`src/rtl/pipe_ctrl.sv`:
```
// Pipeline hazard/stall/flush controller for a 5-stage in-order core: load-use,
// branch redirect (with a deferred target while fetch is busy), memory wait, trap entry/return.
module pipe_ctrl #(
    parameter logic [31:0] EXP_VECTOR = 32'h0000_0100,
    parameter int          CNT_W      = 16
) (
    input  logic             clk,
    input  logic             reset,
    input  logic             ld_hazard,
    input  logic             br_taken,
    input  logic [31:0]      br_addr,
    input  logic             if_busy,
    input  logic             mem_busy,
    input  logic             exp_req,
    input  logic [31:0]      exp_pc,
    input  logic             eret_req,
    output logic             pc_stall,
    output logic             if_stall,
    output logic             id_stall,
    output logic             ex_stall,
    output logic             mem_stall,
    output logic             if_flush,
    output logic             id_flush,
    output logic             ex_flush,
    output logic             mem_flush,
    output logic             redirect,
    output logic [31:0]      new_pc,
    output logic [31:0]      epc,
    output logic [CNT_W-1:0] stall_cnt
);

    localparam logic [1:0] S_RUN      = 2'd0;
    localparam logic [1:0] S_MEM_WAIT = 2'd1;
    localparam logic [1:0] S_TRAP     = 2'd2;

    logic [1:0]  state, state_nxt;
    logic        pend_v, pend_v_nxt;
    logic [31:0] pend_addr, pend_addr_nxt;
    logic [31:0] epc_nxt;

    always_comb begin
        pc_stall      = 1'b0;
        if_stall      = 1'b0;
        id_stall      = 1'b0;
        ex_stall      = 1'b0;
        mem_stall     = 1'b0;
        if_flush      = 1'b0;
        id_flush      = 1'b0;
        ex_flush      = 1'b0;
        mem_flush     = 1'b0;
        redirect      = 1'b0;
        new_pc        = 32'h0;
        state_nxt     = state;
        pend_v_nxt    = pend_v;
        pend_addr_nxt = pend_addr;
        epc_nxt       = epc;

        case (state)
            S_RUN: begin
                if (mem_busy) begin
                    {pc_stall, if_stall, id_stall, ex_stall, mem_stall} = 5'b11111;
                    mem_flush = 1'b1;
                    state_nxt = S_MEM_WAIT;
                end else if (exp_req) begin
                    pc_stall   = 1'b1;
                    {if_flush, id_flush, ex_flush} = 3'b111;
                    epc_nxt    = exp_pc;
                    pend_v_nxt = 1'b0;
                    state_nxt  = S_TRAP;
                end else if (eret_req) begin
                    redirect   = 1'b1;
                    new_pc     = epc;
                    if_flush   = 1'b1;
                    id_flush   = 1'b1;
                    pend_v_nxt = 1'b0;
                end else if (ld_hazard) begin
                    pc_stall = 1'b1;
                    if_stall = 1'b1;
                    id_flush = 1'b1;
                end else if (br_taken) begin
                    if_flush = 1'b1;
                    if (if_busy) begin
                        // fetch still owns the PC: park the target until it frees up
                        pc_stall      = 1'b1;
                        pend_v_nxt    = 1'b1;
                        pend_addr_nxt = br_addr;
                    end else begin
                        // a fresh taken branch supersedes any older parked target
                        redirect   = 1'b1;
                        new_pc     = br_addr;
                        pend_v_nxt = 1'b0;
                    end
                end else if (pend_v) begin
                    if_flush = 1'b1;
                    if (if_busy) begin
                        pc_stall = 1'b1;
                    end else begin
                        redirect   = 1'b1;
                        new_pc     = pend_addr;
                        pend_v_nxt = 1'b0;
                    end
                end else if (if_busy) begin
                    pc_stall = 1'b1;
                    if_flush = 1'b1;
                end
            end
            S_MEM_WAIT: begin
                if (mem_busy) begin
                    {pc_stall, if_stall, id_stall, ex_stall, mem_stall} = 5'b11111;
                    mem_flush = 1'b1;
                end else begin
                    state_nxt = S_RUN;
                end
            end
            S_TRAP: begin
                redirect  = 1'b1;
                new_pc    = EXP_VECTOR;
                if_flush  = 1'b1;
                state_nxt = S_RUN;
            end
            default: state_nxt = S_RUN;
        endcase

        // outputs are quiet while reset is held, whatever the stale state says
        if (!reset) begin
            {pc_stall, if_stall, id_stall, ex_stall, mem_stall} = 5'b0;
            {if_flush, id_flush, ex_flush, mem_flush}           = 4'b0;
            redirect = 1'b0;
            new_pc   = 32'h0;
        end
    end

    always_ff @(posedge clk) begin
        if (!reset) begin
            state     <= S_RUN;
            pend_v    <= 1'b0;
            pend_addr <= 32'h0;
            epc       <= 32'h0;
            stall_cnt <= '0;
        end else begin
            state     <= state_nxt;
            pend_v    <= pend_v_nxt;
            pend_addr <= pend_addr_nxt;
            epc       <= epc_nxt;
            if (pc_stall && (stall_cnt != {CNT_W{1'b1}}))
                stall_cnt <= stall_cnt + 1'b1;
        end
    end

endmodule

```
`config.mk`:
```
export PLATFORM = sky130hd
export DESIGN_NAME = pipe_ctrl
export DESIGN_NICKNAME = d
export VERILOG_FILES = /design/src/rtl/pipe_ctrl.sv
export SDC_FILE = /design/constraint.sdc
export NUM_CORES = 1
export LEC_CHECK = 0
export CAP_MARGIN = 10
export CORE_MARGIN = 1
export CORE_UTILIZATION = 44
export DETAILED_ROUTE_END_ITERATION = 8
export PLACE_DENSITY_LB_ADDON = 0.08
export SKIP_CTS_REPAIR_TIMING = 1
export SYNTH_ARGS = -nofsm -noshare
export SYNTH_HDL_FRONTEND = slang
export SYNTH_SLANG_ARGS = --single-unit
```
`constraint.sdc`:
```
create_clock -name clk -period 1.81 [get_ports clk]
set_clock_uncertainty 0.15 [all_clocks]
set_input_delay 0.181 -clock clk [delete_from_list [all_inputs] [get_ports clk]]
set_output_delay 0.181 -clock clk [all_outputs]
set_load 0.05 [all_outputs]
```
==> run metrics, run 1 <==
# setup viols final=34; Crit Path Max Fanout=8; Syn Nets=611; H-tree depth=3; worst-skew pair later-pin latency=360 ps; worst reg2reg path startpoint=state[1]$_SDFFE_PN0P_; WHS Path Cells=3; vias=4805; worst hold slack=70.2 ps; gr usage total=27.3%; cell mode on critical path=buf_4; Post-DP Area=0.00667 mm²; Final Power=4.22 mW; post-synthesis sequential area ratio=40.3%; first-pass GRT wire length=21300 µm; pin count of the biggest net entering global routing=34; outcome=complete, but fails checks; Bufs and invs on worst path=5; DR DRC count=0; DRT Wirelength=14900 µm; most frequent cells in the layout=141 x nand2_1, 90 x buf_4, 70 x a21oi_1; clock sink count=83; post-DP HPWL=9780 µm; crit path launch type=input pin; most common cell after layout, fill and taps aside=nand2_1; worst slew pin tran=561 ps; Worst R2R End=stall_cnt[9]$_SDFFE_PN0P_; synth warn=0; Initial Util=46.3%; vias in the first global route=4406; final setup margin=-316 ps; WP data arrival=1800 ps; reg2reg path depth=5; final hold vios=0; flops & latches, synth=83; Syn Area/Cell=7.66 µm²; data required time at the worst endpoint=1480 ps; Power Density=574 mW/mm²; Synth Area in Compound Gates=26.7%; Filler cells=551; main combinational cell family by area after synthesis=compound AO/OA/AOI/OAI gates; Port-buffer cells=161; Boundary Pins=162; Via density=5.73; HP Start=mem_busy; Logic pwr share=23.8%; cell count along the critical path=8; RSZ-0062 raised after global routing=yes; dpl cells=806; DRT Pass-1 Iters=5; CTS Root Cell=clkbuf_8; Worst setup EP type=primary output; mux contribution to synthesized area=0.972%; fin crit period=2130 ps; post-synthesis cell count=538; Psw=1.28 mW; Netlist cell types=49; Finished Layout Cells=838; worst rel slew slack=62.4%; Chip Height=98.8 µm; Die Area=0.00975 mm²; Flop pwr share=45.2%; maximum VDD drop=0.536 mV; violated checks=setup timing; CTS tree=built; Max Cap Violations=0; Crit path largest cell delay=460 ps; share of layout cells above drive strength 1=38.6%; internal power=2.95 mW; Synth Area in Simple Gates=25.3%; sw frac=30.2%; CTS Buf Count=9; Area Growth Syn to Fin=78.6%; Die Wd=98.8 µm; Crit path max-delay family=buffers and inverters; wire per inst=17.7 µm; hold path endpoint=state[0]$_SDFFE_PN0P_; Worst Hold Class=in -> reg; Post-synth EDFFs=0; Tcrit/Tclk final=117%; core area=0.00889 mm²; Clk pin slew, worst setup/hold paths=80 ps; Slew Viols, Final=0; RePlAce Congestion=0.835; Cell Chain, Critical Path=clkdlybuf4s50_1, buf_4, a211oi_4, buf_4, buf_6, a22oi_2, o21ai_2, buf_12; Leak=2.66 nW; gr ovfl total=0; Row Count=34; Post-synth top flop=dfxtp_1; Detail Route Antenna Nets=0; Worst path slowest cell=clkdlybuf4s50_1; FFs w/ async S/R, synth=0%; Max Root-Sink Buffers=2; nets=797; clock power share=31.1%; Design Area, Final=0.00736 mm²; drt initial violations=316; Post-Syn Area=0.00412 mm²; f_max=470 MHz; Adder-Cell Fraction of Synth Area=0.304%; area share of xor/xnor cells in the synthesized design=0%; reg2reg setup slack=10 ps; initial antenna violation count=1; CP Class=in -> out
[synthesized netlist by cell type (3+ instances only)]
cell type,n,area [µm²]
clkbuf_1,28,105
a22oi_1,32,240
nand2_1,144,541
buf_4,4,30.0
a21oi_1,73,365
or4_1,6,45.0
nor4_1,6,37.5
nor3_1,3,15.0
a22o_1,32,280
dfxtp_1,83,1660
buf_2,15,75.1
o31ai_1,6,45.0
o21ai_0,3,15.0
nor2_1,38,143
inv_1,7,26.3
nand4_1,4,25.0
nand2b_1,5,31.3
mux2i_1,4,40.0
nand3_1,5,25.0
[state kept, by name, indices dropped and copies added (netlist names)]
signal and count:
epc 32, pend_addr 32, pend_v 1, stall_cnt 16
state 2
[power by group through the flow]
stage,Combinational [mW],Clock (mW),Sequential (mW)
final,1.00,1.31,1.91
after global placement,0.898,0,1.94
after global routing,1.05,1.40,1.91
after detailed placement,0.914,0,1.94
after CTS,0.917,1.34,1.90
after floorplan,0.376,0,2.05
[metrics by stage]
stage | utilization (%) | setup WS [ps] | setup TNS (ps)
2_1_floorplan | - | -46.6 | -93.2
3_3_place_gp | 75.0 | -325 | -19910
3_5_place_dp | 75.0 | -371 | -24310
4_1_cts | 77.1 | -376 | -12080
5_1_grt | 82.7 | -357 | -11600
6_report | 82.8 | -316 | -9300
[worst register-to-register path, cell delays in order, from the launching register on]
cell,delay (ps)
dfxtp_4,370
and4b_1,250
o211ai_1,240
buf_4,230
o31a_1,280
o21a_1,180
[metal layers]
metal / share of wire [%] / vias to the layer above / track usage [%]
li1: - / 2269 / -
met1: 41 / 2318 / 32.8
met2: 51 / 194 / 47.7
met3: 6.8 / 24 / 7.38
met4: 1.7 / 0 / 7.35
met5: 0 / - / 0
[cells by family after synthesis]
logic type | count (synthesis)
muxes | 4
buffers and inverters | 57
AOI/OAI and AO/OA | 162
and+or+nand+nor | 231
DFF | 83
adders and majority gates | 1
[worst max path at each step]
stage	start	endpoint	slack, ps
after floorplan	state[0]$_SDFFE_PN0P_	new_pc[8]	-50
after global placement	mem_busy	stall_cnt[11]$_SDFFE_PN0P_	-320
after detailed placement	mem_busy	stall_cnt[11]$_SDFFE_PN0P_	-370
after CTS	if_busy	new_pc[23]	-380
after global routing	eret_req	new_pc[8]	-360
final	eret_req	new_pc[8]	-320
[layout make-up]
cell class              instances  area (µm²)  share of cell area [%]
inverters                       7        26.3                   0.357
flip-flops and latches         83        1700                    23.1
repair buffers                225        2580                    35.0
diodes                          2        5.00                  0.0680
clock buffers                  11         131                    1.79
multi-input cells             398        2730                    37.1
well taps                     108         135                    1.84
clock inverters                 4        51.3                   0.697
(Power assumes the default switching activity.)
==> run 2: changes to the inputs <==
- CORE_UTILIZATION: 44 -> 25
==> run metrics, run 2 (synthesis results as in run 1) <==
Max Root-Sink Buffers=2; Initial Util=25.7%; CP endpoint=new_pc[24]; first-pass GRT wire length=23000 µm; # setup viols final=41; Crit path max-delay family=simple AND/OR/NAND/NOR gates; Tcrit/Tclk final=118%; gr ovfl total=0; Via density=4.87; Leak=2.68 nW; clock sink count=83; reg2reg setup slack=0 ps; wire per inst=16.4 µm; share of layout cells above drive strength 1=38.1%; Final Power=5.10 mW; internal power=3.73 mW; DR DRC count=0; CTS Buf Count=9; Design Area, Final=0.00757 mm²; cell count along the critical path=6; DRT Wirelength=15500 µm; post-DP HPWL=10500 µm; CTS tree=built; H-tree depth=3; crit path launch type=flop; initial antenna violation count=0; Bufs and invs on worst path=2; worst rel slew slack=71.4%; RSZ-0062 raised after global routing=yes; Die Wd=130 µm; most common cell after layout, fill and taps aside=nand2_1; Power Density=674 mW/mm²; Regs by FF count=epc: 32 flops, pend_addr: 32 flops, stall_cnt: 16 flops; violated checks=setup timing; Worst Hold Class=in -> reg; Logic pwr share=20.0%; gr usage total=17.7%; final setup margin=-323 ps; Detail Route Antenna Nets=0; most frequent cells in the layout=142 x nand2_1, 93 x buf_4, 72 x a21oi_1; Psw=1.37 mW; vias=4589; Antenna Cells=0; DRT Pass-1 Iters=4; Crit Path Max Fanout=5; drt initial violations=176; f_max=469 MHz; Worst Setup SP=state[0]$_SDFFE_PN0P_; Chip Height=130 µm; maximum VDD drop=0.464 mV; Slew Viols, Final=0; RePlAce Congestion=0.773; clock power share=42.7%; reg2reg path depth=7; Crit path largest cell delay=340 ps; Filler cells=1552; Max Cap Violations=0; WP data arrival=1800 ps; pin count of the biggest net entering global routing=45; fin crit period=2130 ps; CTS Root Cell=clkbuf_16; data required time at the worst endpoint=1480 ps; Clk pin slew, worst setup/hold paths=60 ps; Area Growth Syn to Fin=83.7%; Row Count=46; Worst setup EP type=primary output; worst slew pin tran=426 ps; Worst R2R End=pend_addr[2]$_SDFFE_PN0P_; Cell Chain, Critical Path=nor3_4, nand2_2, or2_4, clkbuf_16, nor2_4, buf_12; nets=795; final hold vios=0; Worst path slowest cell=or2_4; core area=0.0160 mm²; HP Start=eret_req; outcome=complete, but fails checks; CP Class=reg -> out; vias in the first global route=4349; Flop pwr share=37.3%; Die Area=0.0170 mm²; worst-skew pair later-pin latency=350 ps; Port-buffer cells=161; sw frac=26.8%; worst reg2reg path startpoint=state[0]$_SDFFE_PN0P_; Boundary Pins=162; final core occ=47.3%; Post-DP Area=0.00681 mm²
## run 2: cell types whose count changed in the layout (fill, tap and decap cells not counted), moves of 3 or more
| cell | delta |
|---|---|
| buf_6 | -8 |
| dlymetal6s2s_1 | -4 |
| buf_4 | +3 |
| clkbuf_16 | +11 |
| clkbuf_8 | -6 |
## run 2: how the worst min path moves through the flow
stage	end	slack, ps	cells after the start
4_1_cts	pend_v$_SDFFE_PN0P_	120	4
5_1_grt	pend_v$_SDFFE_PN0P_	130	4
2_1_floorplan	epc[14]$_SDFFE_PN0P_	170	2
3_3_place_gp	pend_addr[30]$_SDFFE_PN0P_	290	2
6_report	pend_v$_SDFFE_PN0P_	100	4
3_5_place_dp	pend_addr[1]$_SDFFE_PN0P_	290	2
## run 2: cell type report
cell class              instances  area (µm²)  share of cell area [%]
repair buffers                222        2540                    33.6
clock inverters                 3        65.1                   0.860
inverters                       7        26.3                   0.347
multi-input cells             399        2680                    35.3
well taps                     216         270                    3.57
clock buffers                  13         292                    3.85
flip-flops and latches         83        1700                    22.4
## run 2: worst min-delay path, cell delays in order
cell	delay [ps]
buf_2	180
nor2_2	60
nand2_1	60
a311oi_1	70
## run 2: metrics by stage
step	hold WS [ps]	worst slack, ps	setup TNS (ps)	instances
final	103	-323	-9460	943
after detailed placement	294	-426	-29190	914
after CTS	123	-441	-15130	930
after global routing	130	-373	-12970	943
after floorplan	167	-46.6	-93.2	538
after global placement	287	-410	-26370	914
## run 2: power by group through the flow
| stage | Sequential (mW) | Combinational, mW | Clock [mW] |
|---|---|---|---|
| floorplan | 2.05 | 0.376 | 0 |
| finish | 1.90 | 1.02 | 2.18 |
| detailed placement | 1.94 | 0.938 | 0 |
| global placement | 1.94 | 0.933 | 0 |
| global route | 1.91 | 1.08 | 2.30 |
| CTS | 1.90 | 0.942 | 2.24 |
## run 2: per-layer routing
| metal | part of all wire [%] | GRT usage, % |
|---|---|---|
| met2 | 47 | 29.1 |
| met3 | 6.7 | 4.51 |
| met5 | 0 | 0 |
| met4 | 1.5 | 6.36 |
| met1 | 45 | 22.4 |
==> edit 1, RTL diff (flow settings as in run 1) <==
The parameter `EXP_VECTOR` goes from 32'h0000_0100 to 32'h000000C0.
--- a/src/rtl/pipe_ctrl.sv
+++ b/src/rtl/pipe_ctrl.sv
@@ -1,7 +1,7 @@
 // Pipeline hazard/stall/flush controller for a 5-stage in-order core: load-use,
 // branch redirect (with a deferred target while fetch is busy), memory wait, trap entry/return.
 module pipe_ctrl #(
-    parameter logic [31:0] EXP_VECTOR = 32'h0000_0100,
+    parameter logic [31:0] EXP_VECTOR = 32'h000000C0,
     parameter int          CNT_W      = 16
 ) (
     input  logic             clk,
Check against the original RTL: not equivalent (a bounded check fails within 4 cycles, from zero or initial values and one cycle with reset low).
==> edit 1 against run 1 <==
- largest cell class is now buffers
- sequential cell count is the same
- worst hold slack worse by 0.00060 ns
- the flow still finishes with violations (setup timing)
- critical endpoint is now new_pc[3]
- final area increased by 2.0%
- highest routed layer unchanged
- power is 7.3% higher
- critical path type is now reg2out
- setup slack worse by 0.042 ns
- area after synthesis shrank 2.8%
- routed wire length rose by 6.4%
==> edit 1: results (changes against run 1) <==
| Metric | Value |
|---|---|
| Final nets | 808 (+1.4%) |
| Fill cells | 492 (-11%) |
| Synth top area cells | dfxtp_1 41%, nand2_1 14%, a21oi_1 9.0% |
| Total negative slack | -10.98 ns (-1.68 ns) |
| DRT iter0 DRCs | 262 (-17%) |
| GR Util met2 | 0.492 (+0.0145) |
| Layout cell share with drive strength beyond 1 | 0.393 (+0.00725) |
| PnR worst setup slack | -0.359 ns (-0.0421 ns) |
| Storage element area | 1720 um2 (+0.88%) |
| Signal buffers | 239 (+6.2%) |
| Count of multi-input gates | 397 (-0.25%) |
| Initial antenna violation count | 0 (-1) |
| Worst VDD drop | 430 uV (-20%) |
| WL met3 | 1.07 mm (+5.6%) |
| CTS sink cnt | 83 (unchanged) |
| Share of the yosys chip area belonging to registers | 0.415 (+0.0115) |
| Synth Area in Compound Gates | 0.251 (-0.0162) |
| Slew HR | 0.573 (-0.0510) |
| Reg-to-reg slack, setup | -0.11 ns (-0.12 ns) |
| All-Layer GR Usage | 0.280 (+0.00723) |
| Place WS | -0.408 ns (-0.0368 ns) |
| Footprint of the multi-input gates | 2670 um2 (-2.3%) |
| Adder-Cell Fraction of Synth Area | 0.00312 (+0.0000864) |
| Largest net degree at the start of global routing | 35 (+2.9%) |
| Commonest cells in the netlist | 146 x nand2_1, 83 x dfxtp_1, 72 x a21oi_1 |
| CP arrival | 1.84 ns (+0.04 ns) |
| Failing checks | setup timing |
| Status | finished, violations left |
| Placer Congestion | 0.811 (-2.9%) |
| Vias per inst | 5.79 (+1.0%) |
| Mux contribution to synthesized area | 0.0225 (+0.0128) |
| Crit path launch | state[0] |
| Slowest CP cell | dfxtp_4 |
| Vias in the first global route | 4462 (+1.3%) |
| Cell variety after synth | 37 (-24%) |
| Routed wl met2 | 8.18 mm (+8.3%) |
| Fraction of area in non-clock buffers | 0.364 (+0.0137) |
| Hpwl dp | 9.79 mm (+0.11%) |
| Final cell count without fillers | 848 (+1.2%) |
| GRT met1 Usage | 0.335 (+0.00621) |
| Synth Instances | 532 (-1.1%) |
| Avg WL per Cell | 18.6 um (+5.1%) |
| CP max FO | 5 (-3) |
| Inverter count | 5 (-2) |
| WL met1 | 6.07 mm (+0.66%) |
| Leak pwr | 2.78 nW (+4.6%) |
| Antenna cells | 0 (-2) |
| Largest family of logic cells by synthesized area | simple AND/OR/NAND/NOR gates |
| Max stage delay on crit path | 0.37 ns (-0.09 ns) |
| Setup violators final | 39 (+15%) |
| CP endpoint | new_pc[3] |
| Clock network area share | 0.0308 (+0.00602) |
[edit 1: cell count changes after synthesis, moves of 3 or more]
cell | run 1 | this run
clkbuf_1 | 28 | 40
buf_2 | 15 | 5
mux2i_1 | 4 | 9
nor3_1 | 3 | 7
nor4_1 | 6 | 3
o21ai_0 | 3 | 6
[edit 1: where the power goes]
group          total (mW)  switching [mW]  internal, mW
logic                1.03           0.562         0.468
clock network        1.60           0.689         0.915
registers            1.90          0.0447          1.85
[edit 1: logic make-up after synthesis]
family                     after synthesis
AOI/OAI and AO/OA                      154
adders and majority gates                1
buffers and inverters                   53
DFF                                     83
muxes                                    9
and+or+nand+nor                        232
[edit 1: metrics by stage]
stage                     hold WS (ns)  area, um2
after floorplan                  0.167       4420
after global placement           0.287       6670
after detailed placement         0.293       6670
after CTS                        0.205       6900
after global routing            0.0815       7500
final                           0.0696       7500
[edit 1: worst max-delay path: cells and delay by family (launching register included)]
family / cells / cell delay, ns
simple gates: 4 / 0.77
buf+inv: 2 / 0.34
flops: 1 / 0.37
==> edit 2, RTL diff (config.mk and constraints of run 1) <==
Without the edit above. Reset style: asynchronous (`reset`), changed in one clocked block.
--- a/src/rtl/pipe_ctrl.sv
+++ b/src/rtl/pipe_ctrl.sv
@@ -130,7 +130,7 @@
         end
     end
 
-    always_ff @(posedge clk) begin
+    always_ff @(posedge clk or negedge reset) begin
         if (!reset) begin
             state     <= S_RUN;
             pend_v    <= 1'b0;
Formal check against the unedited RTL: differs if reset is asserted again (counterexample within 4 cycles, from zero or initial values and one cycle with reset low); with reset held inactive, the same outputs for 4 cycles.
==> edit 2 against run 1 <==
- the flow still finishes with violations (setup timing)
- sequential cell count did not move
- global-route usage decreased by 2.1 points
- routed wire length grew 8.7%
- synthesized cell count decreased by 32%
- register-to-register slack lost 0.28 ns
- non-clock buffer count is 6 higher
- largest cell class unchanged
- area after synthesis is 2.8% higher
- setup slack worse by 0.028 ns
- final area rose by 11%
Power is not compared: it rests on default switching activity, and its combinational part moved more than twofold at a synthesized area within 25%.
==> edit 2: results (changes against run 1) <==
| Metric | Value |
|---|---|
| Worst VDD drop | 632 uV |
| Largest net degree at the start of global routing | 71 (+110%) |
| Cells after DPL | 666 (-17%) |
| Syn Area/Cell | 11.5 um2 (+51%) |
| Syn_nets | 440 (-28%) |
| Worst Reg2Reg Path Length in Cells | 7 (+2) |
| Final cell count without fillers | 713 (-15%) |
| Worst-Skew Late Latency | 0.35 ns |
| All-Layer GR Usage | 0.251 (-0.0212) |
| Setup violators final | 120 (+250%) |
| Synth top area cells | dfrtp_1 49%, mux2_2 18%, a22o_1 6.8% |
| Failing checks | setup timing |
| Dominant synthesized flop cell | dfrtp_1 |
| Layout cell share with drive strength beyond 1 | 0.625 (+0.239) |
| Routed vias | 4106 (-15%) |
| Slew HR | 0.385 (-0.239) |
| Placer Congestion | 0.825 (-1.2%) |
| Status | finished, violations left |
| Commonest cells in the netlist | 83 x dfrtp_1, 66 x mux2_2, 39 x nor2_1 |
| Share of the yosys chip area belonging to registers | 0.491 (+0.0873) |
| DP Area | 6870 um2 (+3.1%) |
| Max stage delay on crit path | 0.40 ns (-0.06 ns) |
| Post-synth ARST share | 1.00 (+1.00) |
| Hpwl dp | 8.54 mm (-13%) |
| PnR worst setup slack | -0.345 ns (-0.0285 ns) |
| Leak pwr | 3.37 nW |
| Cell variety after synth | 34 (-31%) |
| Final nets | 652 (-18%) |
| Total negative slack | -25.38 ns (-16.08 ns) |
| Hold/Removal Path Class | in2async |
| Antenna cells | 0 (-2) |
| Drt first pass iters | 4 (-1) |
| Initial antenna violation count | 0 (-1) |
| Fill cells | 434 (-21%) |
| Detailed Route WL | 16.2 mm (+8.7%) |
| Vias in the first global route | 3835 (-13%) |
| TritonCTS Buffers | 9 (unchanged) |
| DRT iter0 DRCs | 135 (-57%) |
| Crit Reg-Reg Startpoint | state[0] |
| Crit path launch | pend_v |
| CTS max path bufs | 2 (unchanged) |
| YS warnings | 0 (unchanged) |
| First-pass GRT wire length | 19.6 mm (-8.2%) |
| Clk root buf | clkbuf_8 |
| Slowest CP cell | dfrtp_1 |
| CP arrival | 1.82 ns (+0.02 ns) |
| Buffers on Ports | 161 (unchanged) |
| H-tree depth | 3 (unchanged) |
## edit 2: worst paths after layout
kind | endpoint | slack (ns)
max | new_pc[6] | -0.34
min | pend_addr[21] | 0.15
max reg2reg | pend_addr[27] | -0.27
min reg2reg | stall_cnt[15] | 0.34
max in group asynchronous | state[1] | 0.55
min in group clk | state[0] | 0.22
## edit 2: power by group
group | switching, mW | internal (mW)
logic | 1.77 | 1.37
clock network | 0.692 | 0.536
registers | 0.414 | 2.23
total | 2.87 | 4.14
## edit 2: through the flow
| stage | setup slack (ns) | hold slack [ns] |
|---|---|---|
| floorplan | -0.0956 | -0.265 |
| global placement | -0.374 | 0.0727 |
| detailed placement | -0.423 | 0.0712 |
| CTS | -0.368 | -0.316 |
| global route | -0.392 | 0.224 |
| finish | -0.345 | 0.153 |
## edit 2: final cells by class
cell class	instances	area (um2)	share of cell area
Tap cell	129	161	0.0198
Sequential cell	83	2100	0.258
Inverter	5	21.3	0.00261
Multi-Input combinational cell	249	2920	0.359
Timing Repair Buffer	231	2760	0.339
Clock inverter	4	26.3	0.00323
Clock buffer	12	145	0.0178
## edit 2: cell families after synthesis
group,count (synthesis),share of synthesized area
compound gates,77,0.143
xor+xnor,13,0.0269
fa+ha+maj,1,0.00296
buf+inv,35,0.0440
flops,83,0.491
mux,67,0.178
simple gates,91,0.114
## edit 2: per-layer routing
layer	share of wire	GRT usage
met4	0.029	0.0591
met5	0	0
met2	0.51	0.412
met1	0.40	0.333
met3	0.060	0.0675
## edit 2: worst max-delay path: cells and delay by family, from the launching register on
kind,cells,cell delay (ns)
buffers and inverters,3,0.44
and+or+nand+nor,2,0.22
AOI/OAI and AO/OA,2,0.40
DFF,1,0.40
